### config.mk
export PLATFORM = sky130hd
export DESIGN_NAME = operand_fetch
export DESIGN_NICKNAME = d
export VERILOG_FILES = /design/src/rtl/operand_fetch.sv
export SDC_FILE = /design/constraint.sdc
export NUM_CORES = 1
export LEC_CHECK = 0
export CORE_MARGIN = 4
export CORE_UTILIZATION = 38
export CTS_CLUSTER_DIAMETER = 30
export DETAILED_ROUTE_END_ITERATION = 6
export PLACE_DENSITY = 0.71
export SYNTH_ARGS = -nofsm -noshare
export SYNTH_HDL_FRONTEND = slang
export SYNTH_SLANG_ARGS = --single-unit
export TNS_END_PERCENT = 20
### constraint.sdc
create_clock -name clk -period 6 [get_ports clk]
set_input_delay 1.2 -clock clk [delete_from_list [all_inputs] [get_ports clk]]
set_output_delay 1.2 -clock clk [all_outputs]
set_load 0.05 [all_outputs]
### src/rtl/operand_fetch.sv
// Decode-side operand fetch: register-file read, EX/MEM/WB bypass, load-use
// interlock with stall counting, and the ID/EX pipeline register.
module operand_fetch #(
  parameter int XLEN = 32,
  parameter int AW   = 5
) (
  input  logic            clk,
  input  logic            rst_n,
  input  logic            flush,
  input  logic            in_valid,
  output logic            in_ready,
  input  logic [AW-1:0]   in_rs1,
  input  logic [AW-1:0]   in_rs2,
  input  logic [AW-1:0]   in_rd,
  input  logic            in_rd_wr,
  input  logic            in_is_load,
  output logic [AW-1:0]   rf_ra1,
  output logic [AW-1:0]   rf_ra2,
  input  logic [XLEN-1:0] rf_rd1,
  input  logic [XLEN-1:0] rf_rd2,
  input  logic            ex_fwd_en,
  input  logic [AW-1:0]   ex_fwd_rd,
  input  logic [XLEN-1:0] ex_fwd_data,
  input  logic            mem_fwd_en,
  input  logic [AW-1:0]   mem_fwd_rd,
  input  logic [XLEN-1:0] mem_fwd_data,
  input  logic            wb_we,
  input  logic [AW-1:0]   wb_wa,
  input  logic [XLEN-1:0] wb_wd,
  output logic            out_valid,
  input  logic            out_ready,
  output logic [XLEN-1:0] out_rs1_val,
  output logic [XLEN-1:0] out_rs2_val,
  output logic [AW-1:0]   out_rd,
  output logic            out_rd_wr,
  output logic            out_is_load,
  output logic [31:0]     stall_cnt
);

  function automatic logic [31:0] sat_inc(input logic [31:0] cnt);
    sat_inc = (&cnt) ? cnt : cnt + 32'd1;
  endfunction

  // Youngest producer wins; a bypass naming x0 never matches a live source.
  function automatic logic [XLEN-1:0] sel_operand(
    input logic [AW-1:0]   rs,
    input logic [XLEN-1:0] rf_val,
    input logic            ex_en,
    input logic [AW-1:0]   ex_rd,
    input logic [XLEN-1:0] ex_data,
    input logic            mem_en,
    input logic [AW-1:0]   mem_rd,
    input logic [XLEN-1:0] mem_data,
    input logic            wb_en,
    input logic [AW-1:0]   wb_rd,
    input logic [XLEN-1:0] wb_data
  );
    if (rs == '0)                                  sel_operand = '0;
    else if (ex_en  && ex_rd  == rs)               sel_operand = ex_data;
    else if (mem_en && mem_rd == rs)               sel_operand = mem_data;
    else if (wb_en  && wb_rd  == rs)               sel_operand = wb_data;
    else                                           sel_operand = rf_val;
  endfunction

  function automatic logic reads_reg(
    input logic [AW-1:0] rs1,
    input logic [AW-1:0] rs2,
    input logic [AW-1:0] rd
  );
    reads_reg = ((rs1 != '0) && (rs1 == rd)) || ((rs2 != '0) && (rs2 == rd));
  endfunction

  logic            vld_p1;
  logic [XLEN-1:0] rs1_val_p1;
  logic [XLEN-1:0] rs2_val_p1;
  logic [AW-1:0]   rd_p1;
  logic            rd_wr_p1;
  logic            is_load_p1;

  logic            ld_trk_valid;
  logic [AW-1:0]   ld_trk_rd;
  logic [31:0]     stall_q;

  logic [XLEN-1:0] rs1_val_p0;
  logic [XLEN-1:0] rs2_val_p0;
  logic            hz;
  logic            accept;
  logic            consume;
  logic            ld_leaving;

  assign rf_ra1 = in_rs1;
  assign rf_ra2 = in_rs2;

  // ---- stage p0: operand resolve and interlock ----
  always_comb begin
    rs1_val_p0 = sel_operand(in_rs1, rf_rd1, ex_fwd_en, ex_fwd_rd, ex_fwd_data,
                             mem_fwd_en, mem_fwd_rd, mem_fwd_data, wb_we, wb_wa, wb_wd);
    rs2_val_p0 = sel_operand(in_rs2, rf_rd2, ex_fwd_en, ex_fwd_rd, ex_fwd_data,
                             mem_fwd_en, mem_fwd_rd, mem_fwd_data, wb_we, wb_wa, wb_wd);
  end

  // A load sitting in ID/EX, or one that just moved into EX, cannot feed a
  // dependent until its data appears on the MEM bypass.
  assign hz = in_valid &&
              ((vld_p1 && is_load_p1 && rd_wr_p1 && reads_reg(in_rs1, in_rs2, rd_p1)) ||
               (ld_trk_valid && reads_reg(in_rs1, in_rs2, ld_trk_rd)));

  assign in_ready   = rst_n && (!vld_p1 || out_ready) && !hz && !flush;
  assign accept     = in_valid && in_ready;
  assign consume    = vld_p1 && out_ready;
  assign ld_leaving = consume && is_load_p1 && rd_wr_p1 && (rd_p1 != '0);

  // ---- stage p1: ID/EX register ----
  always_ff @(posedge clk) begin
    if (!rst_n) begin
      vld_p1       <= 1'b0;
      rs1_val_p1   <= '0;
      rs2_val_p1   <= '0;
      rd_p1        <= '0;
      rd_wr_p1     <= 1'b0;
      is_load_p1   <= 1'b0;
      ld_trk_valid <= 1'b0;
      ld_trk_rd    <= '0;
      stall_q      <= '0;
    end else begin
      if (flush) begin
        vld_p1 <= 1'b0;
      end else if (accept) begin
        vld_p1     <= 1'b1;
        rs1_val_p1 <= rs1_val_p0;
        rs2_val_p1 <= rs2_val_p0;
        rd_p1      <= in_rd;
        rd_wr_p1   <= in_rd_wr;
        is_load_p1 <= in_is_load;
      end else if (out_ready) begin
        vld_p1 <= 1'b0;
      end

      ld_trk_valid <= ld_leaving && !flush;
      if (ld_leaving) ld_trk_rd <= rd_p1;

      if (hz) stall_q <= sat_inc(stall_q);
    end
  end

  assign out_valid   = vld_p1;
  assign out_rs1_val = rs1_val_p1;
  assign out_rs2_val = rs2_val_p1;
  assign out_rd      = rd_p1;
  assign out_rd_wr   = rd_wr_p1;
  assign out_is_load = is_load_p1;
  assign stall_cnt   = stall_q;

endmodule

==> results of run 1 <==
registers in the layout, indices dropped and copies added, names as in the netlist:
| name | flops |
|---|---|
| out_rs1_val | 32 |
| out_rd | 5 |
| ld_trk_valid | 1 |
| ld_trk_rd | 5 |
| out_rd_wr | 1 |
| out_is_load | 1 |
| out_valid | 1 |
| out_rs2_val | 32 |
| stall_cnt | 32 |
critical path, stage by stage:
cell and delay (ps):
clkdlybuf4s50_1 720, or4_4 240, nor2_4 40, or4_4 570, a21boi_4 210, o21ai_4 70, and2_1 170, buf_4 190
metrics by stage:
step / std cells / power [mW] / hold WS (ps) / area, sq um
6_report: 1498 / 1.81 / 455 / 10600
4_1_cts: 1495 / 1.82 / 457 / 10600
3_3_place_gp: 1479 / 1.24 / 442 / 10300
3_5_place_dp: 1479 / 1.24 / 447 / 10300
5_1_grt: 1497 / 1.88 / 473 / 10600
2_1_floorplan: 1009 / 1.02 / 473 / 7210
final timing paths:
kind | end | slack [ps] | depth (start not counted)
min | out_rs1_val[22]$_SDFFE_PN0P_ | 450 | 2
min reg2reg | out_rs1_val[22]$_SDFFE_PN0P_ | 450 | 2
max | in_ready | 1390 | 8
max reg2reg | out_rs2_val[16]$_SDFFE_PN0P_ | 3120 | 8
metal layers:
metal,GRT usage (%),wire length (microns),vias to the layer above
li1,-,-,4021
met1,31.2,11700,3890
met2,42.1,13200,323
met3,7.72,2510,40
met4,8.21,688,4
met5,0,27,-
logic make-up (layout without fill, tap and decap cells):
logic type               Yosys count  in the layout
AO/OA/AOI/OAI                    268            268
XOR/XNOR                          50             50
adder cells (fa/ha/maj)            1              1
buffers and inverters            104            356
flip-flops                       110            110
multiplexers                       7              7
other                              0              3
AND/OR/NAND/NOR                  469            469
cell type report:
| class | instances | area (sq um) |
|---|---|---|
| repair buffers | 330 | 3260 |
| well taps | 234 | 293 |
| clock buffers | 9 | 225 |
| clock inverters | 7 | 60.1 |
| multi-input cells | 795 | 4520 |
| fillers | 1757 | 8100 |
| inverters | 10 | 37.5 |
| diodes | 3 | 7.51 |
| flip-flops and latches | 110 | 2200 |
where the power goes:
group | internal, mW | leakage [nW] | switching, mW
Combinational | 0.227 | 2.66 | 0.231
Sequential | 0.749 | 0.891 | 0.0144
Clock | 0.287 | 0.139 | 0.299
Total | 1.26 | 3.69 | 0.544
placed cells by master (no fill, tap or decap), types with 5 or more instances in the layout:
cell type / instances
nand2_1: 277
inv_1: 9
mux2i_1: 7
or3_1: 11
nand4_1: 11
nor3_1: 8
dfxtp_1: 110
a31o_2: 5
o31ai_1: 15
a21oi_1: 92
nor4_1: 5
nand3_1: 30
and3_1: 7
nand2b_1: 7
a311o_1: 59
o21ai_0: 23
a311oi_1: 5
clkbuf_16: 9
xnor2_1: 24
clkdlybuf4s50_1: 313
nor2_1: 75
buf_4: 17
or4_1: 17
xor2_1: 26
a21o_1: 59
==> summary.md, run 1 <==
| Metric | Value |
|---|---|
| Maximum fanout along the worst path | `7` |
| Mux cell area share after synthesis | `0.971%` |
| Routed wire length | `28200 microns` |
| Setup violators final | `0` |
| Peak VDD IR | `0.128 mV` |
| Pleak | `3.69 nW` |
| Final nets | `1457` |
| Clk_skew | `10.6 ps` |
| Final Hold Fails | `0` |
| Fin. max-slew vios | `0` |
| Synth Instances | `1009` |
| Setup Total Neg Slack | `0 ps` |
| H-tree depth | `3` |
| Setup Crit Path Kind | `input pin to primary output` |
| Compound-cell area share of the yosys netlist | `26.6%` |
| Relative slew slack | `18.0%` |
| Gates resized, CTS repair | `0` |
| Syn Area/Cell | `7.15 sq um` |
| Final min period | `4610 ps` |
| Area growth syn-to-layout | `47.1%` |
| Vias in the first global route | `7818` |
| Post-layout util | `56.7%` |
| Via count | `8278` |
| Crit path DAT | `3410 ps` |
| Die area | `21300 sq um` |
| Routability Congestion | `0.930` |
| Commonest cells in the netlist | `nand2_1, dfxtp_1, a21oi_1` |
| First-pass GRT wire length | `43500 microns` |
| Min-delay src | `out_rs1_val[22]$_SDFFE_PN0P_` |
| Hold Buf Count CTS | `0` |
| Routed WL per cell | `18.8 microns` |
| Largest family of logic cells by synthesized area | `simple AND/OR/NAND/NOR gates` |
| Post-synth top area cell | `dfxtp_1` |
| Initial Utilization | `38.6%` |
| Synth Area in Simple Gates | `28.4%` |
| Cell area power density | `170 nW/um^2` |
| Worst Setup Slack, final | `1390 ps` |
| Primary FF master, synth | `dfxtp_1` |
| Post-place setup slack | `1390 ps` |
| Iter 0 DRT Violations | `481` |
| Synth Area in XOR/XNOR | `6.07%` |
| Synth Net Count | `1210` |
| CTS root buf | `clkbuf_16` |
| Synth warnings | `0` |
| I/O pins | `315` |
| Distinct cells, synth | `44` |
| Die Wd | `146 microns` |
| Register clock-pin slew on the reported worst setup and hold paths | `70 ps` |
| Measured slew at the worst slew-check pin | `1230 ps` |
| Number of iterations in the first detailed-routing pass | `5` |
| Share of cells above drive strength 1 | `4.68%` |
| Synth Register Bits | `110` |
| Grt ovf | `0` |
| Initial antenna violation count | `4` |
| Max Clock Freq | `217 MHz` |
| Register area share after synthesis | `30.5%` |
| Port Buffers | `314` |
| Final HPWL DP | `20700 microns` |
| Max clock buf depth | `2` |
| Crit path launch | `in_rs1[1]` |
| Largest net degree at the start of global routing | `70` |
| Max Cap Viol | `0` |
| Min-Delay Path Class | `flop to flop` |
| Core Box Area | `18700 sq um` |
| Setup crit end kind | `primary output` |
| Most frequent cell after synthesis | `nand2_1` |
| Synth top area share | `30.5%` |
| Total CTS buffers | `9` |
| Top cells by area, synth | `dfxtp_1, nand2_1, a311o_1, a21oi_1, a21o_1` |
| Row cnt | `50` |
| Worst skew pair latency | `360 ps` |
| DRC viols | `0` |
| Reg-to-Reg Start | `out_rd[4]$_SDFFE_PN0P_` |
| Die Span Y | `146 microns` |
| Worst setup SP type | `input pin` |
| Crit share post-route | `76.9%` |
| Post-synth EDFFs | `0` |
| TritonCTS clock tree | `yes` |
| CP required | `4800 ps` |
| Tot GR Track Use | `25.3%` |
| Ys async rst share | `0%` |
| TritonCTS sink count | `110` |
| Synthesized area | `7210 sq um` |
| Unrepaired setup endpoints after global routing | `false` |
| Postcts setup bufs | `0` |
| Routed Antenna Nets | `0` |
| Vias per std cell | `5.53` |
| Status | `finished, final reports clean` |
| Post-synthesis adder-cell area fraction | `0.173%` |
No activity file was read; power rests on OpenSTA's default activity.
==> inputs of run 2 (changes only) <==
clock period = 4.5 ns   (was 6 ns; I/O delays follow)
==> summary.md, run 2 (synthesis gave the netlist of run 1 again) <==
| Metric | Value |
|---|---|
| First-pass GRT wire length | `43700 microns (was 43500 microns)` |
| Routed wire length | `28400 microns (was 28200 microns)` |
| Clk_skew | `8.65 ps (was 10.6 ps)` |
| Via count | `8262 (was 8278)` |
| Setup Crit Path Kind | `input pin to primary output (unchanged)` |
| Vias per std cell | `5.49 (was 5.53)` |
| Final nets | `1461 (was 1457)` |
| Register-to-Register Path Depth | `8 (unchanged)` |
| Row cnt | `50 (unchanged)` |
| Initial antenna violation count | `5 (was 4)` |
| Hold path cells | `2 (unchanged)` |
| Hold Buf Count CTS | `0 (unchanged)` |
| Final HPWL DP | `20500 microns (was 20700 microns)` |
| Commonest non-fill, non-tap cell in the layout | `clkdlybuf4s50_1 (unchanged)` |
| Register clock-pin slew on the reported worst setup and hold paths | `70 ps (about the same)` |
| Routed WL per cell | `18.9 microns (was 18.8 microns)` |
| Final min period | `3970 ps` |
| I/O pins | `315 (unchanged)` |
| DRC viols | `0 (unchanged)` |
| Die Span Y | `146 microns (unchanged)` |
| Pleak | `3.74 nW (was 3.69 nW)` |
| Status | `finished, final reports clean (unchanged)` |
| Share of cells above drive strength 1 | `4.90% (was 4.68%)` |
| Setup crit end kind | `primary output (unchanged)` |
| Iter 0 DRT Violations | `494 (was 481)` |
| Maximum fanout along the worst path | `7 (unchanged)` |
| Peak VDD IR | `0.179 mV (was 0.128 mV)` |
| Worst reg2reg setup slack | `1940 ps (was 3120 ps)` |
| Initial Utilization | `38.6% (unchanged)` |
| Die area | `21300 sq um (unchanged)` |
| Tot GR Track Use | `25.4% (was 25.3%)` |
| Crit-path cells | `clkdlybuf4s50_1 -> or4_4 -> nor2_4 -> or4_4 -> a21boi_4 -> o21ai_4 -> and2_1 -> buf_12 (was clkdlybuf4s50_1 -> or4_4 -> nor2_4 -> or4_4 -> a21boi_4 -> o21ai_4 -> and2_1 -> buf_4)` |
| CP required | `3600 ps (was 4800 ps)` |
| Cell area power density | `229 nW/um^2 (was 170 nW/um^2)` |
| Crit path launch | `in_rs1[3] (was in_rs1[1])` |
| Crit share post-route | `88.3%` |
| Commonest non-fill, non-tap cells in the layout | `clkdlybuf4s50_1, nand2_1, dfxtp_1, a21oi_1, nor2_1 (unchanged)` |
| Crit-path most repeated cell | `or4_4 (unchanged)` |
| Placed Instances | `1483 (was 1479)` |
| Total CTS buffers | `9 (unchanged)` |
| Max Cap Viol | `0 (unchanged)` |
| Final Hold Fails | `0 (unchanged)` |
| TritonCTS clock tree | `yes (unchanged)` |
| Unrepaired setup endpoints after global routing | `false (unchanged)` |
| Min-Delay Path Class | `flop to flop (unchanged)` |
| Fin. max-slew vios | `0 (unchanged)` |
| Slowest stage cell on the critical path | `clkdlybuf4s50_1 (unchanged)` |
| H-tree depth | `3 (unchanged)` |
| Number of iterations in the first detailed-routing pass | `5 (unchanged)` |
| CTS root buf | `clkbuf_16 (unchanged)` |
| Largest net degree at the start of global routing | `65 (was 70)` |
| Max clock buf depth | `2 (unchanged)` |
| Vias in the first global route | `8020 (was 7818)` |
| Crit path DAT | `3070 ps (was 3410 ps)` |
| Routability Congestion | `0.874 (was 0.930)` |
| Max Clock Freq | `252 MHz` |
| Min-delay src | `out_rs1_val[2]$_SDFFE_PN0P_ (was out_rs1_val[22]$_SDFFE_PN0P_)` |
| Reg-to-Reg Start | `out_rd[0]$_SDFFE_PN0P_ (was out_rd[4]$_SDFFE_PN0P_)` |
| Worst setup SP type | `input pin (unchanged)` |
| Crit path largest cell delay | `700 ps (was 720 ps)` |
| Relative slew slack | `33.5% (was 18.0%)` |
| CP Depth | `8 (unchanged)` |
| Postcts setup bufs | `0 (unchanged)` |
| Gates resized, CTS repair | `0 (unchanged)` |
| Measured slew at the worst slew-check pin | `998 ps (was 1230 ps)` |
| Routed Antenna Nets | `0 (unchanged)` |
| Crit path max-delay family | `simple AND/OR/NAND/NOR gates (unchanged)` |
| Fin cells | `1504 (was 1498)` |
| Setup violators final | `0 (unchanged)` |
| Core Box Area | `18700 sq um (unchanged)` |
| Port Buffers | `314 (unchanged)` |
| Layout fillers | `1773 (was 1757)` |
| Die Wd | `146 microns (unchanged)` |
| Worst skew pair latency | `360 ps (about the same)` |
| TritonCTS sink count | `110 (unchanged)` |
| Grt ovf | `0 (unchanged)` |
| Setup Total Neg Slack | `0 ps (unchanged)` |
| Worst Path Buf+Inv | `2 (unchanged)` |
| Area growth syn-to-layout | `48.8% (was 47.1%)` |
## run 2: cell types whose count changed in the layout (fill, tap and decap cells not counted)
cell	before	now
clkbuf_1	0	1
bufinv_16	0	1
clkinv_2	2	1
clkinv_8	1	0
clkinvlp_4	1	0
buf_4	17	15
inv_6	1	2
buf_12	0	6
diode_2	3	5
## run 2: area by class of cell
| type | instances | area [sq um] | share of cell area, % |
|---|---|---|---|
| flip-flops and latches | 110 | 2200 | 20.5 |
| multi-input cells | 795 | 4520 | 42.1 |
| inverters | 10 | 37.5 | 0.350 |
| clock buffers | 10 | 229 | 2.13 |
| repair buffers | 334 | 3370 | 31.4 |
| clock inverters | 6 | 70.1 | 0.653 |
| well taps | 234 | 293 | 2.73 |
| diodes | 5 | 12.5 | 0.117 |
## run 2: metrics by stage
stage | power (mW) | utilization, % | setup WS (ps) | area [sq um] | hold WS, ps
after global routing | 2.57 | 57.4 | 436 | 10700 | 478
after global placement | 1.65 | 55.7 | 537 | 10400 | 442
after detailed placement | 1.66 | 55.7 | 528 | 10400 | 446
after CTS | 2.49 | 57.3 | 526 | 10700 | 456
after floorplan | 1.35 | - | 700 | 7210 | 473
final | 2.46 | 57.4 | 528 | 10700 | 455
## run 2: final timing paths
kind                                      end
setup reg to reg   stall_cnt[21]$_SDFFE_PN0P_
hold / removal    out_rs1_val[2]$_SDFFE_PN0P_
setup / recovery                     in_ready
hold reg to reg   out_rs1_val[2]$_SDFFE_PN0P_
## run 2: where the power goes
group          switching (mW)  internal, mW  leakage [nW]  total [mW]
Combinational           0.309         0.309          2.71       0.618
Clock                   0.389         0.438         0.147       0.827
Sequential             0.0181         0.998         0.891        1.02
## run 2: routing by layer
| metal | up-vias | part of all wire [%] | global-route usage [%] |
|---|---|---|---|
| met4 | 0 | 2.4 | 9.78 |
| met5 | - | 0 | 0 |
| met1 | 3843 | 41 | 30.9 |
| met3 | 43 | 9.5 | 7.44 |
| li1 | 4035 | - | - |
| met2 | 341 | 47 | 42.4 |
## run 2: tightest hold or removal path, stage by stage (launching register included)
cell and delay, ps:
dfxtp_1 310, nand2_1 50, a21oi_1 50
==> inputs of run 3 (changes only) <==
clock period = 4.25 ns   (was 4.5 ns; I/O delays follow)
==> summary.md, run 3 (synthesis gave the netlist of run 1 again) <==
| Metric | Value |
|---|---|
| Pleak | `3.74 nW (about the same)` |
| Postcts setup bufs | `0 (unchanged)` |
| Vias in the first global route | `7821 (was 8020)` |
| Die Span Y | `146 microns (unchanged)` |
| Maximum fanout along the worst path | `7 (unchanged)` |
| Max Cap Viol | `0 (unchanged)` |
| CP required | `3400 ps (was 3600 ps)` |
| Post-place setup slack | `389 ps (was 528 ps)` |
| Final nets | `1460 (was 1461)` |
| Setup violators final | `0 (unchanged)` |
| Clk_skew | `7.34 ps (was 8.65 ps)` |
| Die Wd | `146 microns (unchanged)` |
| Vias per std cell | `5.49 (about the same)` |
| Largest net degree at the start of global routing | `65 (unchanged)` |
| Status | `finished, final reports clean (unchanged)` |
| Total CTS buffers | `9 (unchanged)` |
| Max clock buf depth | `2 (unchanged)` |
| Relative slew slack | `45.7% (was 33.5%)` |
| Area growth syn-to-layout | `48.6% (was 48.8%)` |
| I/O pins | `315 (unchanged)` |
| Gates resized, CTS repair | `0 (unchanged)` |
| Slowest stage cell on the critical path | `clkdlybuf4s50_1 (unchanged)` |
| Final Hold Fails | `0 (unchanged)` |
| Grt ovf | `0 (unchanged)` |
| TritonCTS sink count | `110 (unchanged)` |
| Crit-path cells | `clkdlybuf4s50_1 -> or4_4 -> nor2_4 -> or4_4 -> a21boi_4 -> o21ai_4 -> and2_1 -> buf_12 (unchanged)` |
| Routed wire length | `27900 microns (was 28400 microns)` |
| Measured slew at the worst slew-check pin | `813 ps (was 998 ps)` |
| Commonest non-fill, non-tap cells in the layout | `clkdlybuf4s50_1, nand2_1, dfxtp_1, a21oi_1, nor2_1 (unchanged)` |
| H-tree depth | `3 (unchanged)` |
| Number of iterations in the first detailed-routing pass | `5 (unchanged)` |
| Worst setup SP type | `input pin (unchanged)` |
| Initial Utilization | `38.6% (unchanged)` |
| Max Clock Freq | `258 MHz` |
| Core Box Area | `18700 sq um (unchanged)` |
| Tot GR Track Use | `25.2% (was 25.4%)` |
| Worst Setup Slack, final | `380 ps (was 528 ps)` |
| Routability Congestion | `0.896 (was 0.874)` |
| Crit-path most repeated cell | `or4_4 (unchanged)` |
| First-pass GRT wire length | `43300 microns (was 43700 microns)` |
| Commonest non-fill, non-tap cell in the layout | `clkdlybuf4s50_1 (unchanged)` |
| Crit path max-delay family | `simple AND/OR/NAND/NOR gates (unchanged)` |
| Iter 0 DRT Violations | `524 (was 494)` |
| Port Buffers | `314 (unchanged)` |
| Die area | `21300 sq um (unchanged)` |
| Share of cells above drive strength 1 | `4.91% (was 4.90%)` |
| Setup crit end kind | `primary output (unchanged)` |
| Worst Path Buf+Inv | `2 (unchanged)` |
| Register clock-pin slew on the reported worst setup and hold paths | `70 ps (about the same)` |
| Cell area power density | `240 nW/um^2 (was 229 nW/um^2)` |
| Unrepaired setup endpoints after global routing | `false (unchanged)` |
| Crit share post-route | `91.1%` |
| Crit path DAT | `3020 ps (was 3070 ps)` |
| Via count | `8253 (was 8262)` |
| Setup Total Neg Slack | `0 ps (unchanged)` |
| Row cnt | `50 (unchanged)` |
| Final HPWL DP | `20300 microns (was 20500 microns)` |
| Worst skew pair latency | `350 ps (was 360 ps)` |
| Routed Antenna Nets | `0 (unchanged)` |
| Hold Buf Count CTS | `0 (unchanged)` |
| Routed WL per cell | `18.6 microns (was 18.9 microns)` |
| CTS root buf | `clkbuf_16 (unchanged)` |
| Fin. max-slew vios | `0 (unchanged)` |
| Min-Delay Path Class | `flop to flop (unchanged)` |
| Peak VDD IR | `0.175 mV (was 0.179 mV)` |
| DRC viols | `0 (unchanged)` |
| Final min period | `3870 ps` |
| Initial antenna violation count | `6 (was 5)` |
| TritonCTS clock tree | `yes (unchanged)` |
| Crit path largest cell delay | `690 ps (was 700 ps)` |
| Setup Crit Path Kind | `input pin to primary output (unchanged)` |
-- run 3: area by class of cell --
cell class | count | area, sq um
clock buffer | 11 | 253
inverter | 10 | 37.5
clock inverter | 5 | 38.8
multi-input combinational | 795 | 4520
fill | 1742 | 7980
antenna | 6 | 15.0
sequential | 110 | 2200
tap | 234 | 293
timing repair buffer | 333 | 3360
-- run 3: worst reg2reg max path: cells and delay by family (launching register included) --
| family | cells | cell delay (ps) |
|---|---|---|
| AO/OA/AOI/OAI | 3 | 450 |
| flip-flops | 1 | 440 |
| AND/OR/NAND/NOR | 3 | 1150 |
| XOR/XNOR | 1 | 160 |
| buffers and inverters | 1 | 270 |
-- run 3: report_power, final --
group / internal, mW / switching (mW) / leakage, nW
combinational: 0.327 / 0.324 / 2.70
sequential: 1.06 / 0.0193 / 0.891
clock: 0.435 / 0.406 / 0.143
total: 1.82 / 0.750 / 3.74
-- run 3: worst paths after layout --
check / startpoint / end / slack, ps / cells past startpoint
setup / recovery: in_rs1[2] / in_ready / 380 / 8
hold / removal: out_rs2_val[18]$_SDFFE_PN0P_ / out_rs2_val[18]$_SDFFE_PN0P_ / 450 / 2
setup reg to reg: ld_trk_rd[1]$_SDFFE_PN0P_ / stall_cnt[17]$_SDFFE_PN0P_ / 1700 / 8
hold reg to reg: out_rs2_val[18]$_SDFFE_PN0P_ / out_rs2_val[18]$_SDFFE_PN0P_ / 450 / 2
-- run 3: per-layer routing --
metal | routed length [microns] | GRT usage, % | up-vias
li1 | - | - | 4034
met1 | 11300 | 30.9 | 3868
met2 | 13200 | 40.8 | 311
met3 | 2710 | 8.56 | 38
met4 | 675 | 9.73 | 2
met5 | 20 | 0 | -
-- run 3: stage by stage --
step                cell area [sq um]  total power [mW]  util (%)  hold WS [ps]  instances
floorplan                        7210              1.43         -           473       1009
finish                          10700              2.57      57.3           453       1504
global placement                10400              1.75      55.7           442       1482
global route                    10700              2.68      57.3           469       1504
CTS                             10700              2.60      57.2           455       1498
detailed placement              10400              1.75      55.7           446       1482
==> patch: new RTL, flow settings as in run 3 <==
Register the output `stall_cnt` once more; this adds one clock of latency there. The other outputs are not delayed to match.
--- a/src/rtl/operand_fetch.sv
+++ b/src/rtl/operand_fetch.sv
@@ -150,5 +150,7 @@
   assign out_rd_wr   = rd_wr_p1;
   assign out_is_load = is_load_p1;
-  assign stall_cnt   = stall_q;
+  always_ff @(posedge clk) begin
+    stall_cnt <= stall_q;
+  end
 
 endmodule
Behaviour: not the same (a bounded check fails within 4 cycles, from zero or initial values and one cycle with rst_n low).
==> patch against run 3 <==
Non-clock buffer count rose by 4. Setup slack improved by 0.091 ns. Sequential cell count rose by 32. Synthesized area rose by 5.5%. Design area rose by 6.0%. Utilization rose by 0.72 points. Routed wire length rose by 6.8%. Power rose by 39%. Critical path type unchanged. Critical endpoint unchanged. Largest cell class unchanged. Largest power group is now the clock network.
==> patch: results (changes against run 3) <==
Routing
  – Drt total wl: 29.8 mm (was 27.9 mm)
  – Vias per cell: 5.65 (was 5.49)
  – Vias: 8189 (was 8253)
  – Number of DRC markers in iteration 0: 530 (was 524)

Timing
  – Clk_skew: 0.00814 ns (was 0.00734 ns)
  – Final WS setup: 0.471 ns (was 0.380 ns)
  – Rel. slew slack: 40.2% (was 45.7%)
  – Hold_ws: 0.386 ns (was 0.453 ns)

Synth
  – Mux cell area share after synthesis: 9.60% (was 0.971%)
  – Largest cells by area after synthesis: dfxtp_1 (37%), a21oi_1 (10%), mux2i_1 (9.6%) (was dfxtp_1 (31%), nand2_1 (14%), a311o_1 (8.2%))
  – Sequential fraction of the synthesis area: 37.4% (was 30.5%)
  – Compound-Gate Fraction of Synth Area: 28.4% (was 26.6%)
  – Syn Area/Cell: 8.34 sq um (was 7.15 sq um)
  – Post-synthesis adder-cell area fraction: 0.164% (was 0.173%)
  – Xor/xnor share of the synthesized area: 5.75% (was 6.07%)
  – Post-synth top cells: a21oi_1 (152), dfxtp_1 (142), mux2i_1 (73), o21ai_0 (72), o21ai_1 (67) (was nand2_1 (277), dfxtp_1 (110), a21oi_1 (93), nor2_1 (78), clkbuf_1 (61))

GRT
  – Largest net degree at the start of global routing: 83 (was 65)
  – First-pass GRT wire length: 45.2 mm (was 43.3 mm)
  – Vias in the first global route: 8014 (was 7821)
  – Overall Global Routing Usage: 25.9% (was 25.2%)

Place
  – Dpl hpwl: 21.3 mm (was 20.3 mm)
  – DP Worst Slack: 0.488 ns (was 0.389 ns)

Layout
  – Share of cells above drive strength 1: 6.00% (was 4.91%)
  – Final nets: 1371 (was 1460)

Power
  – Switching portion of total power: 30.2% (was 29.2%)
  – Leak: 4.39 nW (was 3.74 nW)
  – P_comb: 736 uW (was 651 uW)
  – Peak VDD IR: 0.000316 V (was 0.000175 V)
  – P_clk: 1.43 mW (was 841 uW)
  – Tot Pwr: 3.57 mW (was 2.57 mW)

Outcome
  – Status: finished, final reports clean (unchanged)

Worst hold path
  – Hold path startpoint: stall_q[28]$_SDFFE_PN0P_ (was out_rs2_val[18]$_SDFFE_PN0P_)
  – Endpoint, Worst Hold: stall_cnt[28]$_DFF_P_ (was out_rs2_val[18]$_SDFFE_PN0P_)

Worst setup path
  – Crit path from: in_rs1[1] (was in_rs1[2])
  – CP peak stage delay: 0.54 ns (was 0.69 ns)
  – R2R setup slack: 1.49 ns (was 1.70 ns)

Clock tree
  – Worst-Skew Late Latency: 0.43 ns (was 0.35 ns)
[patch: cell types whose count changed after synthesis, moves of 11 or more]
cell	change
nand2_1	-255
nor2_1	-67
mux2i_1	+66
o21ai_1	+66
o211ai_1	+64
a21oi_1	+59
a311o_1	-59
a21o_1	-58
o21ai_0	+49
dfxtp_1	+32
buf_2	+11
[patch: final cells by class]
type | instances | area, sq um
clock buffer | 18 | 439
sequential | 142 | 2840
antenna | 1 | 2.50
multi-input combinational | 662 | 4260
inverter | 10 | 37.5
tap | 265 | 332
clock inverter | 14 | 120
timing repair buffer | 337 | 3340
fill | 1785 | 8220
[patch: routing by layer]
metal	global-route usage, %	routed length, um	up-vias	share of wire (%)
met5	0	41	-	0.14
met4	9.34	983	6	3.3
met3	8.87	2640	65	8.9
met2	42.3	14400	363	48
met1	31.9	11700	3828	39
li1	-	-	3927	-
